--- src/rtl/regfile_param.sv ---
// Parameterised register file with two combinational read ports and one write port.
// It has same-cycle write bypass and one pending-write flag per register.
// A bulk clear zeroes one register per cycle over DEPTH cycles.
module regfile_param #(
  parameter int  WIDTH    = 16,
  parameter int  DEPTH    = 16,
  parameter bit  ZERO_REG = 1'b0,
  localparam int AW       = $clog2(DEPTH)
) (
  input  logic             clk,
  input  logic             rst,
  input  logic             WriteReg,
  input  logic [AW-1:0]    DstReg,
  input  logic [WIDTH-1:0] DstData,
  input  logic [AW-1:0]    SrcReg1,
  input  logic [AW-1:0]    SrcReg2,
  output logic [WIDTH-1:0] SrcData1,
  output logic [WIDTH-1:0] SrcData2,
  input  logic             mark_en,
  input  logic [AW-1:0]    mark_reg,
  output logic             busy1,
  output logic             busy2,
  input  logic             clr_req,
  output logic             clr_busy
);

  typedef enum logic {S_IDLE, S_CLEAR} state_e;

  state_e           state_q, state_d;
  logic [AW-1:0]    cnt_q, cnt_d;
  logic [WIDTH-1:0] regs_q [DEPTH];
  logic [WIDTH-1:0] regs_d [DEPTH];
  logic [DEPTH-1:0] pend_q, pend_d;
  logic             idle;
  logic             wr_en;
  logic             mark_ok;

  // Qualify write and mark requests: only honoured in IDLE, never for a hard-wired zero register
  always_comb begin
    idle    = (state_q == S_IDLE);
    wr_en   = idle && WriteReg && !(ZERO_REG && (DstReg == '0));
    mark_ok = idle && mark_en  && !(ZERO_REG && (mark_reg == '0));
  end

  // Read ports: stored value, overridden by the in-flight write, which also hides the busy flag
  always_comb begin
    // NOTE: every output of a combinational block gets a default first so no latch is inferred.
    SrcData1 = regs_q[SrcReg1];
    SrcData2 = regs_q[SrcReg2];
    busy1    = idle && pend_q[SrcReg1];
    busy2    = idle && pend_q[SrcReg2];
    if (wr_en && (DstReg == SrcReg1)) begin
      SrcData1 = DstData;
      busy1    = 1'b0;
    end
    if (wr_en && (DstReg == SrcReg2)) begin
      SrcData2 = DstData;
      busy2    = 1'b0;
    end
  end

  // Next state of the clear FSM, the register array and the pending scoreboard
  always_comb begin
    state_d = state_q;
    cnt_d   = cnt_q;
    regs_d  = regs_q;
    pend_d  = pend_q;
    case (state_q)
      S_IDLE: begin
        if (wr_en) begin
          regs_d[DstReg] = DstData;
          pend_d[DstReg] = 1'b0;
        end
        // A mark applied after the write-clear makes the set win on the same index
        if (mark_ok) begin
          pend_d[mark_reg] = 1'b1;
        end
        if (clr_req) begin
          state_d = S_CLEAR;
          cnt_d   = '0;
          pend_d  = '0;
        end
      end
      S_CLEAR: begin
        regs_d[cnt_q] = '0;
        cnt_d         = cnt_q + 1'b1;
        if (cnt_q == AW'(DEPTH - 1)) begin
          state_d = S_IDLE;
        end
      end
      default: state_d = S_IDLE;
    endcase
  end

  // State registers with asynchronous reset
  always_ff @(posedge clk or posedge rst) begin
    // NOTE: the storage array is reset too, because reset must zero every register at once.
    if (rst) begin
      state_q <= S_IDLE;
      cnt_q   <= '0;
      pend_q  <= '0;
      for (int i = 0; i < DEPTH; i++) begin
        regs_q[i] <= '0;
      end
    end else begin
      // NOTE: non-blocking assignments so every flop samples the pre-edge values.
      state_q <= state_d;
      cnt_q   <= cnt_d;
      pend_q  <= pend_d;
      regs_q  <= regs_d;
    end
  end

  assign clr_busy = (state_q == S_CLEAR);

endmodule

--- config.mk ---
export PLATFORM = sky130hd
export DESIGN_NAME = regfile_param
export DESIGN_NICKNAME = d
export VERILOG_FILES = /design/src/rtl/regfile_param.sv
export SDC_FILE = /design/constraint.sdc
export NUM_CORES = 1
export LEC_CHECK = 0
export BUFFER_PORTS_ARGS = -buffer_cell sky130_fd_sc_hd__buf_4
export CAP_MARGIN = 10
export CELL_PAD_IN_SITES_DETAIL_PLACEMENT = 1
export CELL_PAD_IN_SITES_GLOBAL_PLACEMENT = 1
export CORE_MARGIN = 3
export CORE_UTILIZATION = 30
export DETAILED_ROUTE_END_ITERATION = 8
export PLACE_DENSITY_LB_ADDON = 0.1
export SKIP_LAST_GASP = 1
export SLEW_MARGIN = 20
export SYNTH_ARGS = -nofsm -noshare
export SYNTH_HDL_FRONTEND = slang
export SYNTH_SLANG_ARGS = --single-unit
--- constraint.sdc ---
create_clock -name clk -period 25 [get_ports clk]
set_input_delay 1.25 -clock clk [delete_from_list [all_inputs] [get_ports clk]]
set_output_delay 1.25 -clock clk [all_outputs]
set_load 0.02 [all_outputs]
==> metrics <==
Sink Count 277; DRC Markers 0; ANT cells 0; M3 GR Usage 3.53%; antenna violations before repair 1; most common cell after layout, fill and taps aside dfrtp_1; commonest non-fill, non-tap cells in the layout dfrtp_1 (276), a22o_1 (240), mux4_2 (138); flop and latch count out of synthesis 277; First-pass DRT Iterations 5; Max FO, Critical Path 38; Synth Instances between 1,000 and 1,500; Synth warnings 0; via count roughly 11,000; met2 usage roughly 35%; Worst-Margin Slew 1.14 ns; critical path required time 23.75 ns; max frequency 186 MHz; leak pwr 7.75 nW; Worst setup SP type input pin; row count 81; layout cells sized above 1 30.7%; Resized cells post-CTS 0; Iter 0 DRT Violations 1,014; critical path startpoint SrcReg2[0]; Hold Crit Class flip-flop to flip-flop; grt total ovfl 0; remaining antenna violation count 0; DP Worst Slack 19.57 ns; clk_lat worst skew 0.55 ns; relative slew slack 22.7%; Core Util, Final 35.7%; Area growth, synth to finish 16.1%; min-delay src regs_q[158]; Reg clk slew, reported paths 0.06 ns; Fillers 5,164; vias in the first global route about 12,000; TritonCTS clock tree done; TritonCTS buffer count 36; Max VDD drop 0.0390 mV; fin cells 1,801; Tot Pwr 1.63 mW; clock skew 0.0148 ns; post-synthesis async set-or-reset flop share 100%; IO Pins 72; Cell Pwr Density 92.4 mW/mm^2; dpl cells about 1,700; worst hold stages 1; syn avg cell area 13.7 um^2; first-pass GRT wire length roughly 88,000 um; Placed Area 0.0164 mm^2; Root Driver clkbuf_16; top_reg_cell synth dfrtp_1; GRT busiest layer met2; Initial Util a little under a third; worst r2r src clr_busy; Core Area 0.0495 mm^2; Crit. End Element output port; total die area 0.0534 mm^2; min Tclk post-route 5.39 ns; Final GP Congestion 0.737; Reg2Reg Depth 6; WL final 60,500 um; die height 231 um; RSZ-0062 raised after global routing false; M1 GR Usage 33.5%; Post-CTS Setup Inserts 0; synthesized area 0.0152 mm^2; Worst R2R Setup Slack 21.55 ns; library cells used by synthesis 43; Tot GR Track Use 22.8%; Hold Path End regs_q[158]; buffers added on ports 71; die width 231 um; Hold WS 0.516 ns; largest net degree at the start of global routing 98; Setup CP Type input pin to output port; Net Count, Synth 1,152; maxcap violations 0; final hold violation count 0; Max clock buf depth 3; Setup WS post-layout 19.61 ns; Final TNS setup 0 ns; Nets 1,156; EDFF count, synth 0; average vias per placed instance between 6 and 7; cts hold-fix bufs 0; r2r endpoint regs_q[241]; status complete, no violations; Post-DP HPWL 32,900 um; CP Data Arrival Time 4.14 ns; Final period util 21.5%; Slew Limit Fails 0; final instance area approximately 0.018 mm^2; Seq/Total Area, Yosys 45.6%; # setup viols final 0; H-tree depth reported by CTS 2; routed len/inst 33.6 um
==> flip-flops by register name (all words and copies together), names as in the netlist <==
signal	cells
cnt_q	4
pend_q	16
regs_q	256
clr_busy	1
==> synth_stat cells (all sizes together) (2+ instances only) <==
| master | count | share of area (%) |
|---|---|---|
| xor2 | 7 | 0.40 |
| nor3b | 3 | 0.18 |
| a21oi | 43 | 1.5 |
| and3b | 4 | 0.23 |
| nor2 | 29 | 0.86 |
| nor3 | 8 | 0.44 |
| xnor2 | 3 | 0.17 |
| inv | 7 | 0.17 |
| a21o | 13 | 0.64 |
| nor4bb | 2 | 0.13 |
| mux2 | 32 | 2.4 |
| nand4bb | 2 | 0.15 |
| nand2 | 22 | 0.54 |
| mux4 | 138 | 20 |
| a22o | 240 | 14 |
| buf | 76 | 2.3 |
| ha | 4 | 0.33 |
| dfrtp | 277 | 46 |
| mux2i | 96 | 6.3 |
| nand3 | 4 | 0.13 |
| a2bb2oi | 4 | 0.23 |
| o21ai | 34 | 1.1 |
| nand2b | 4 | 0.16 |
| clkbuf | 50 | 1.2 |
==> how the worst max path moves through the flow <==
stage                         endpoint  cells past startpoint
final                      SrcData2[5]                      7
after global routing      SrcData2[15]                      7
after CTS                 SrcData2[15]                      7
after detailed placement  SrcData2[15]                      7
after global placement    SrcData2[15]                      7
after floorplan               clr_busy                      1
==> routing by layer <==
metal,part of all wire (%),vias up
met5,0,-
met4,2.0,0
met3,5.3,68
met2,46,340
met1,47,6174
li1,-,4427
==> cells by family after synthesis <==
group	share of synthesized area, %
flip-flops	45.6
AND/OR/NAND/NOR	3.16
adder cells (fa/ha/maj)	0.329
buffers and inverters	3.74
AO/OA/AOI/OAI	17.5
XOR/XNOR	0.576
multiplexers	29.1
==> cell type report <==
type	count	area, um^2	area share, %
clock buffers	52	1080	6.13
clock inverters	8	169	0.957
inverters	7	33.8	0.191
multi-input cells	701	7910	44.8
flip-flops and latches	277	6930	39.3
well taps	664	831	4.71
repair buffers	92	691	3.91
==> worst max-delay path: stages <==
cell and delay, ns:
buf_4 0.66, buf_4 0.73, mux4_2 0.59, mux2i_1 0.25, mux2i_1 0.14, mux2_2 0.30
buf_4 0.16
==> power by group <==
part / internal [mW] / switching, mW / leakage [nW] / total (mW)
sequential: 0.538 / 0.0815 / 3.76 / 0.620
combinational: 0.200 / 0.248 / 3.37 / 0.449
clock: 0.350 / 0.212 / 0.616 / 0.562
total: 1.09 / 0.542 / 7.75 / 1.63
(Power assumes the default switching activity.)
